$ cat config.mk
export PLATFORM = sky130hd
export DESIGN_NAME = ov7670_capture
export DESIGN_NICKNAME = d
export VERILOG_FILES = /design/src/rtl/ov7670_capture.sv
export SDC_FILE = /design/constraint.sdc
export NUM_CORES = 1
export LEC_CHECK = 0
export BUFFER_PORTS_ARGS = -buffer_cell sky130_fd_sc_hd__clkbuf_2
export CORE_MARGIN = 2
export CORE_UTILIZATION = 60
export DETAILED_ROUTE_END_ITERATION = 8
export GPL_ROUTABILITY_DRIVEN = 0
export PLACE_DENSITY = 0.8
export SYNTH_ARGS = -nofsm -noshare
export SYNTH_HDL_FRONTEND = slang
export SYNTH_SLANG_ARGS = --single-unit
$ cat constraint.sdc
create_clock -name clk -period 5.2 [get_ports clk]
set_input_delay 0.26 -clock clk [delete_from_list [all_inputs] [get_ports clk]]
set_output_delay 0.26 -clock clk [all_outputs]
set_load 0.02 [all_outputs]
$ cat src/rtl/ov7670_capture.sv
// OV7670 capture front end: pairs camera bytes into RGB565 pixels and
// generates linear frame-buffer writes (VGA or 2:1 decimated QVGA).
module ov7670_capture #(
  parameter int H_ACTIVE = 640,
  parameter int V_ACTIVE = 480,
  parameter int ADDR_W   = 19
) (
  input  logic              clk,
  input  logic              reset_n,
  input  logic              enable,
  input  logic [1:0]        capture_mode,
  input  logic              vsync,
  input  logic              href,
  input  logic [7:0]        d,
  output logic [ADDR_W-1:0] wr_addr,
  output logic [15:0]       wr_data,
  output logic              wr_enable,
  output logic              frame_done,
  output logic              frame_err,
  output logic [7:0]        frame_count
);

  typedef enum logic [1:0] {IDLE, SYNC, ACTIVE, DONE} state_t;

  localparam logic [9:0] H_PX = 10'(H_ACTIVE);
  localparam logic [9:0] V_LN = 10'(V_ACTIVE);
  localparam logic [9:0] SAT  = 10'h3ff;
  localparam logic [ADDR_W-1:0] STRIDE = ADDR_W'(H_ACTIVE);
  localparam logic [ADDR_W-1:0] HALF   = ADDR_W'(H_ACTIVE / 2);

  state_t state, state_nx;

  logic              vsync_q, vsync_qq;
  logic              href_q, href_qq;
  logic [7:0]        d_q;
  logic              qvga;
  logic              tog;
  logic              line_has;
  logic [7:0]        hi;
  logic [9:0]        px;
  logic [9:0]        ln;
  logic [ADDR_W-1:0] line_base;
  logic              err;

  logic       vs_rise, vs_fall, hr_fall;
  logic       pix_done, line_end, store;
  logic [9:0] px_off;

  assign vs_rise  = vsync_q & ~vsync_qq;
  assign vs_fall  = ~vsync_q & vsync_qq;
  assign hr_fall  = ~href_q & href_qq;
  assign pix_done = (state == ACTIVE) & href_q & tog;
  assign line_end = (state == ACTIVE) & hr_fall & line_has;
  assign store    = pix_done & (px < H_PX) & (ln < V_LN)
                  & (~qvga | (~px[0] & ~ln[0]));
  assign px_off   = qvga ? {1'b0, px[9:1]} : px;

  always_ff @(posedge clk or negedge reset_n) begin
    if (!reset_n) begin
      vsync_q  <= 1'b0;
      vsync_qq <= 1'b0;
      href_q   <= 1'b0;
      href_qq  <= 1'b0;
      d_q      <= 8'd0;
    end else begin
      vsync_q  <= vsync;
      vsync_qq <= vsync_q;
      href_q   <= href;
      href_qq  <= href_q;
      d_q      <= d;
    end
  end

  always_ff @(posedge clk or negedge reset_n) begin
    if (!reset_n) state <= IDLE;
    else          state <= state_nx;
  end

  always_comb begin
    state_nx = state;
    unique case (state)
      IDLE:   if (enable && vsync_q) state_nx = SYNC;
      SYNC:   if (vs_fall) state_nx = ACTIVE;
      ACTIVE: if (vs_rise) state_nx = DONE;
      DONE:   state_nx = enable ? SYNC : IDLE;
      default: state_nx = IDLE;
    endcase
  end

  always_comb begin
    frame_done = (state == DONE);
    frame_err  = frame_done & (err | (ln != V_LN));
  end

  always_ff @(posedge clk or negedge reset_n) begin
    if (!reset_n) begin
      wr_addr     <= '0;
      wr_data     <= 16'd0;
      wr_enable   <= 1'b0;
      frame_count <= 8'd0;
      qvga        <= 1'b0;
      tog         <= 1'b0;
      line_has    <= 1'b0;
      hi          <= 8'd0;
      px          <= 10'd0;
      ln          <= 10'd0;
      line_base   <= '0;
      err         <= 1'b0;
    end else begin
      wr_enable <= 1'b0;
      if (state == DONE) frame_count <= frame_count + 8'd1;
      if (state == SYNC && vs_fall) begin
        qvga      <= (capture_mode == 2'b01);
        tog       <= 1'b0;
        line_has  <= 1'b0;
        px        <= 10'd0;
        ln        <= 10'd0;
        line_base <= '0;
        err       <= 1'b0;
      end else if (state == ACTIVE) begin
        if (!href_q) begin
          tog <= 1'b0;
        end else begin
          line_has <= 1'b1;
          if (!tog) begin
            hi  <= d_q;
            tog <= 1'b1;
          end else begin
            tog <= 1'b0;
            if (px != SAT) px <= px + 10'd1;
            if (store) begin
              wr_enable <= 1'b1;
              wr_addr   <= line_base + ADDR_W'(px_off);
              wr_data   <= {hi, d_q};
            end
          end
        end
        // Line end only fires with href_q low, so it never races a pixel
        if (line_end) begin
          px       <= 10'd0;
          line_has <= 1'b0;
          if (ln != SAT) ln <= ln + 10'd1;
          if (px != H_PX) err <= 1'b1;
          if (!qvga || ln[0])
            line_base <= line_base + (qvga ? HALF : STRIDE);
        end
      end
    end
  end

endmodule

==> summary by stage <==
Critical path
The worst setup path startpoint is qvga. The worst setup path is of the register to register kind. The required arrival time at the worst endpoint is around 5.5 ns. The worst setup path is captured at a register. The worst path arrival time is about 2.9 ns. In this run the worst path has a maximum fanout of 15. For flop-to-flop paths, the worst setup slack is 2.56 ns. The category of the worst setup path launch point is a register. The worst flop-to-flop path startpoint is qvga.

Pwr
The leakage power is 2.580 nW. Registers are responsible for a little under half of the overall power. The worst IR drop on VDD is slightly above 0.3 mV. Overall power consumption after layout is estimated at ~2.6 mW. In this run, the clock network consumes 18.4% of the power. The total internal power is 1.602 mW.

The net switching power figure is between 1 and 1.5 mW. The power per cell area is ~470 nW/µm². Net switching is 39.13% of the power. The fraction of power consumed by combinational cells is a little over a third.

Floorplan
The I/O pin count is 61. The die covers between 9000 and 10000 µm². The initial utilization of the core area, before any placement, comes to about 61%. From bottom edge to top edge, the die measures 95.45 µm.

The core region is between 8000 and 9000 µm². After floorplanning, the core was divided into 33 placement rows. The horizontal die dimension is between 90 and 100 µm.

Synthesis
In this run, synthesis inferred 0 flip-flops with an integrated enable. After technology mapping, the gate count stands at 442. The post-synthesis sequential area ratio is between 50% and 60%. The post-synthesis area per instance is 11.35 µm². The library cell occupying the most area in the post-synthesis netlist is sky130_fd_sc_hd__dfrtp_1. For this run, the number of Yosys warnings is 0. Of all flip-flops after synthesis, the portion carrying an async set or reset was between 90% and 100%.

Counting every net in the synthesized netlist gives around 480. The number of different library cells used by synthesis comes to 56. By area the synthesized netlist is led by sky130_fd_sc_hd__dfrtp_1 (51%), sky130_fd_sc_hd__mux2_2 (8.3%), sky130_fd_sc_hd__ha_1 (4.2%). In this run, synthesis produced a sequential element count of roughly 100.

In the synthesized netlist the dominant register cell turns out to be sky130_fd_sc_hd__dfrtp_1. The area share of the largest cell type after synthesis is approximately 51%. After synthesis the cells add up to ~5000 µm².

Place
The HPWL after detailed placement is around 6600 µm. The worst setup slack before clock tree synthesis is around 2.6 ns. Counting tap cells, the placed design contains a total of between 500 and 600 instances. Port buffering added 60 buffers.

Detailed routing
Dividing the detail-routed wire length by the instance count gives 15.08 µm. The number of iterations in the first detailed-routing pass is 5. For this block, the via count after detailed routing is ~3500.

The count of nets left with antenna violations once routing finished came out at 0. In the routed design, unresolved DRC markers number 0. The number of DRC markers in iteration 0 is between 100 and 150. After detailed routing, the number of vias per cell comes to roughly 5.7.

Summed over all layers, the routed wires come to roughly 9300 µm.

Hold path
The worst hold path begins at capture_mode[0]. The path category of the worst min-delay check is input port to register.

Finish
The number of nets in the layout is 540. Compared with the post-synthesis result, the final layout area differs by 12.69%. The library cells used most frequently in the layout, excluding fill and tap cells, are sky130_fd_sc_hd__dfrtp_1 (103), sky130_fd_sc_hd__clkbuf_2 (59), sky130_fd_sc_hd__nor2_1 (49). Excluding fillers, the count of instances in the completed layout stands at between 600 and 700. Leaving out fill and tap cells, the most frequent cell in the layout is sky130_fd_sc_hd__dfrtp_1. The repair_antennas step left the layout with diodes totalling 0.

The proportion of layout cells with a drive suffix above 1 is 25.78%.

Run status
The flow ran to the end, and the final reports show no timing, DRC or antenna violations.

Clock tree
The number of gates resized after CTS was 0. Clock latency on the worst-skew pair, taken at its later pin, is 0.38 ns. The sink count of the clock tree is around 100. The maximum buffer depth of the clock tree is 2. CTS placed an instance of sky130_fd_sc_hd__clkbuf_8 at the clock tree root. TritonCTS built the clock tree.

After clock tree synthesis, the clock-pin slew on the worst setup and hold paths is approximately 0.1 ns. Buffers inserted during clock tree synthesis total 9. The number of H-tree levels is 3.

Timing
The final critical path time including I/O delays and setup is between 2 and 3 ns. The clock arrives with 0.01547 ns of skew. For the pin with the worst max-slew slack, the measured transition is a little over 0.8 ns.

Setup slack on the critical path of the routed design comes to 2.564 ns. The max-slew violation count is 0. Setup violations remaining at the end of the flow were counted as 0. For this run, the top clock speed supported by timing is between 300 and 400 MHz.

Setup repair after global routing left no endpoint under its margin. The worst-case hold slack is 0.1604 ns. The post-route setup TNS is 0 ns. The relative slew slack is 46.06%.

The number of endpoints with negative hold slack in the final report is 0. In the finished design, the share of the clock period the worst path needs comes to 50.69%.

Global routing
In the global route stage, overall resource usage came out at 21.86%. The overall overflow remaining after global route is 0. The first-pass GRT wire length is about 16000 µm. The number of global-route vias before repair is around 3400. The number of antenna violations at the first check in global routing is 0. Entering global routing, the biggest net connects 63 pins.

Job
Across the run, the number of max-cap violations was 0.
==> critical path, cell delays in order (launching register included) <==
cell,delay (ns)
sky130_fd_sc_hd__dfrtp_1,0.74
sky130_fd_sc_hd__mux2_2,0.41
sky130_fd_sc_hd__ha_1,0.35
sky130_fd_sc_hd__a211oi_1,0.26
sky130_fd_sc_hd__o21bai_1,0.18
sky130_fd_sc_hd__a21oi_2,0.25
sky130_fd_sc_hd__xnor2_1,0.09
sky130_fd_sc_hd__mux2_2,0.27
==> cells by family (layout without fill, tap and decap cells) <==
| logic type | count (synthesis) | after routing | synth area share [%] |
|---|---|---|---|
| compound gates | 69 | 69 | 9.277 |
| xor+xnor | 35 | 35 | 6.110 |
| fa+ha+maj | 18 | 18 | 4.638 |
| buf+inv | 31 | 101 | 3.367 |
| flops | 103 | 103 | 51.37 |
| mux | 50 | 50 | 10.92 |
| other cells | 1 | 1 | 0.07474 |
| simple gates | 135 | 135 | 14.24 |
==> power groups by stage <==
stage	clock network [mW]	logic, mW	registers, mW
6_report	0.484	0.937	1.21
5_1_grt	0.526	1.04	1.24
4_1_cts	0.494	0.948	1.21
3_5_place_dp	0	0.938	1.23
3_3_place_gp	0	0.899	1.21
2_1_floorplan	0	0.525	1.34
==> synthesized netlist by cell type, drive strengths merged (4+ instances only) <==
master	n
a211oi	4
a21oi	31
a31oi	7
and3	10
and4	4
buf	16
clkbuf	4
dfrtp	103
ha	17
inv	11
mux2	38
mux2i	12
nand2	19
nand3	12
nand3b	4
nand4	11
nor2	49
nor3	7
o21ai	15
or3	6
xnor2	22
xor2	13
==> what timing repair did <==
item                                   4_1_cts  5_1_grt
setup endpoints to repair                    0        0
endpoints found under the hold margin       51        0
setup buffers                                0        0
hold buffers                                11        0
==> worst paths after layout <==
kind / end / cells past startpoint
worst max register to register: wr_addr[10] / 7
worst min register to register: vsync_qq / 0
max in group asynchronous: wr_addr[1] / 3
min in group asynchronous: frame_count[5] / 2
worst min-delay path: qvga / 3
worst max-delay path: wr_addr[10] / 7
==> metrics by stage <==
stage / instance area [µm²] / utilization [%]
finish: 5654 / 69.16
global placement: 5353 / 65.47
global route: 5654 / 69.16
floorplan: 5017 / -
CTS: 5654 / 69.16
detailed placement: 5353 / 65.47
==> per-layer routing <==
layer  vias to the layer above  share of wire [%]  GRT usage (%)
li1                       1684                  -              -
met2                        56                 50          37.50
met3                        14                2.8          3.478
met4                         0                1.8          7.857
met1                      1736                 45          28.15
met5                         -                  0              0
==> registers in the layout, indices dropped and copies added, names as in the netlist, 8 cells and up <==
signal       flops
wr_data         16
wr_addr         19
ln              10
frame_count      8
line_base       13
px              10
d_q              8
hi               8
==> area by class of cell <==
type,instances,area (µm²)
Inverter,11,41.29
Sequential cell,103,2577
Fill cell,592,2521
Clock inverter,7,67.56
Clock buffer,9,123.9
Timing Repair Buffer,74,435.4
Multi-Input combinational cell,308,2277
Tap cell,105,131.4
Power figures use the tool's default switching activity.
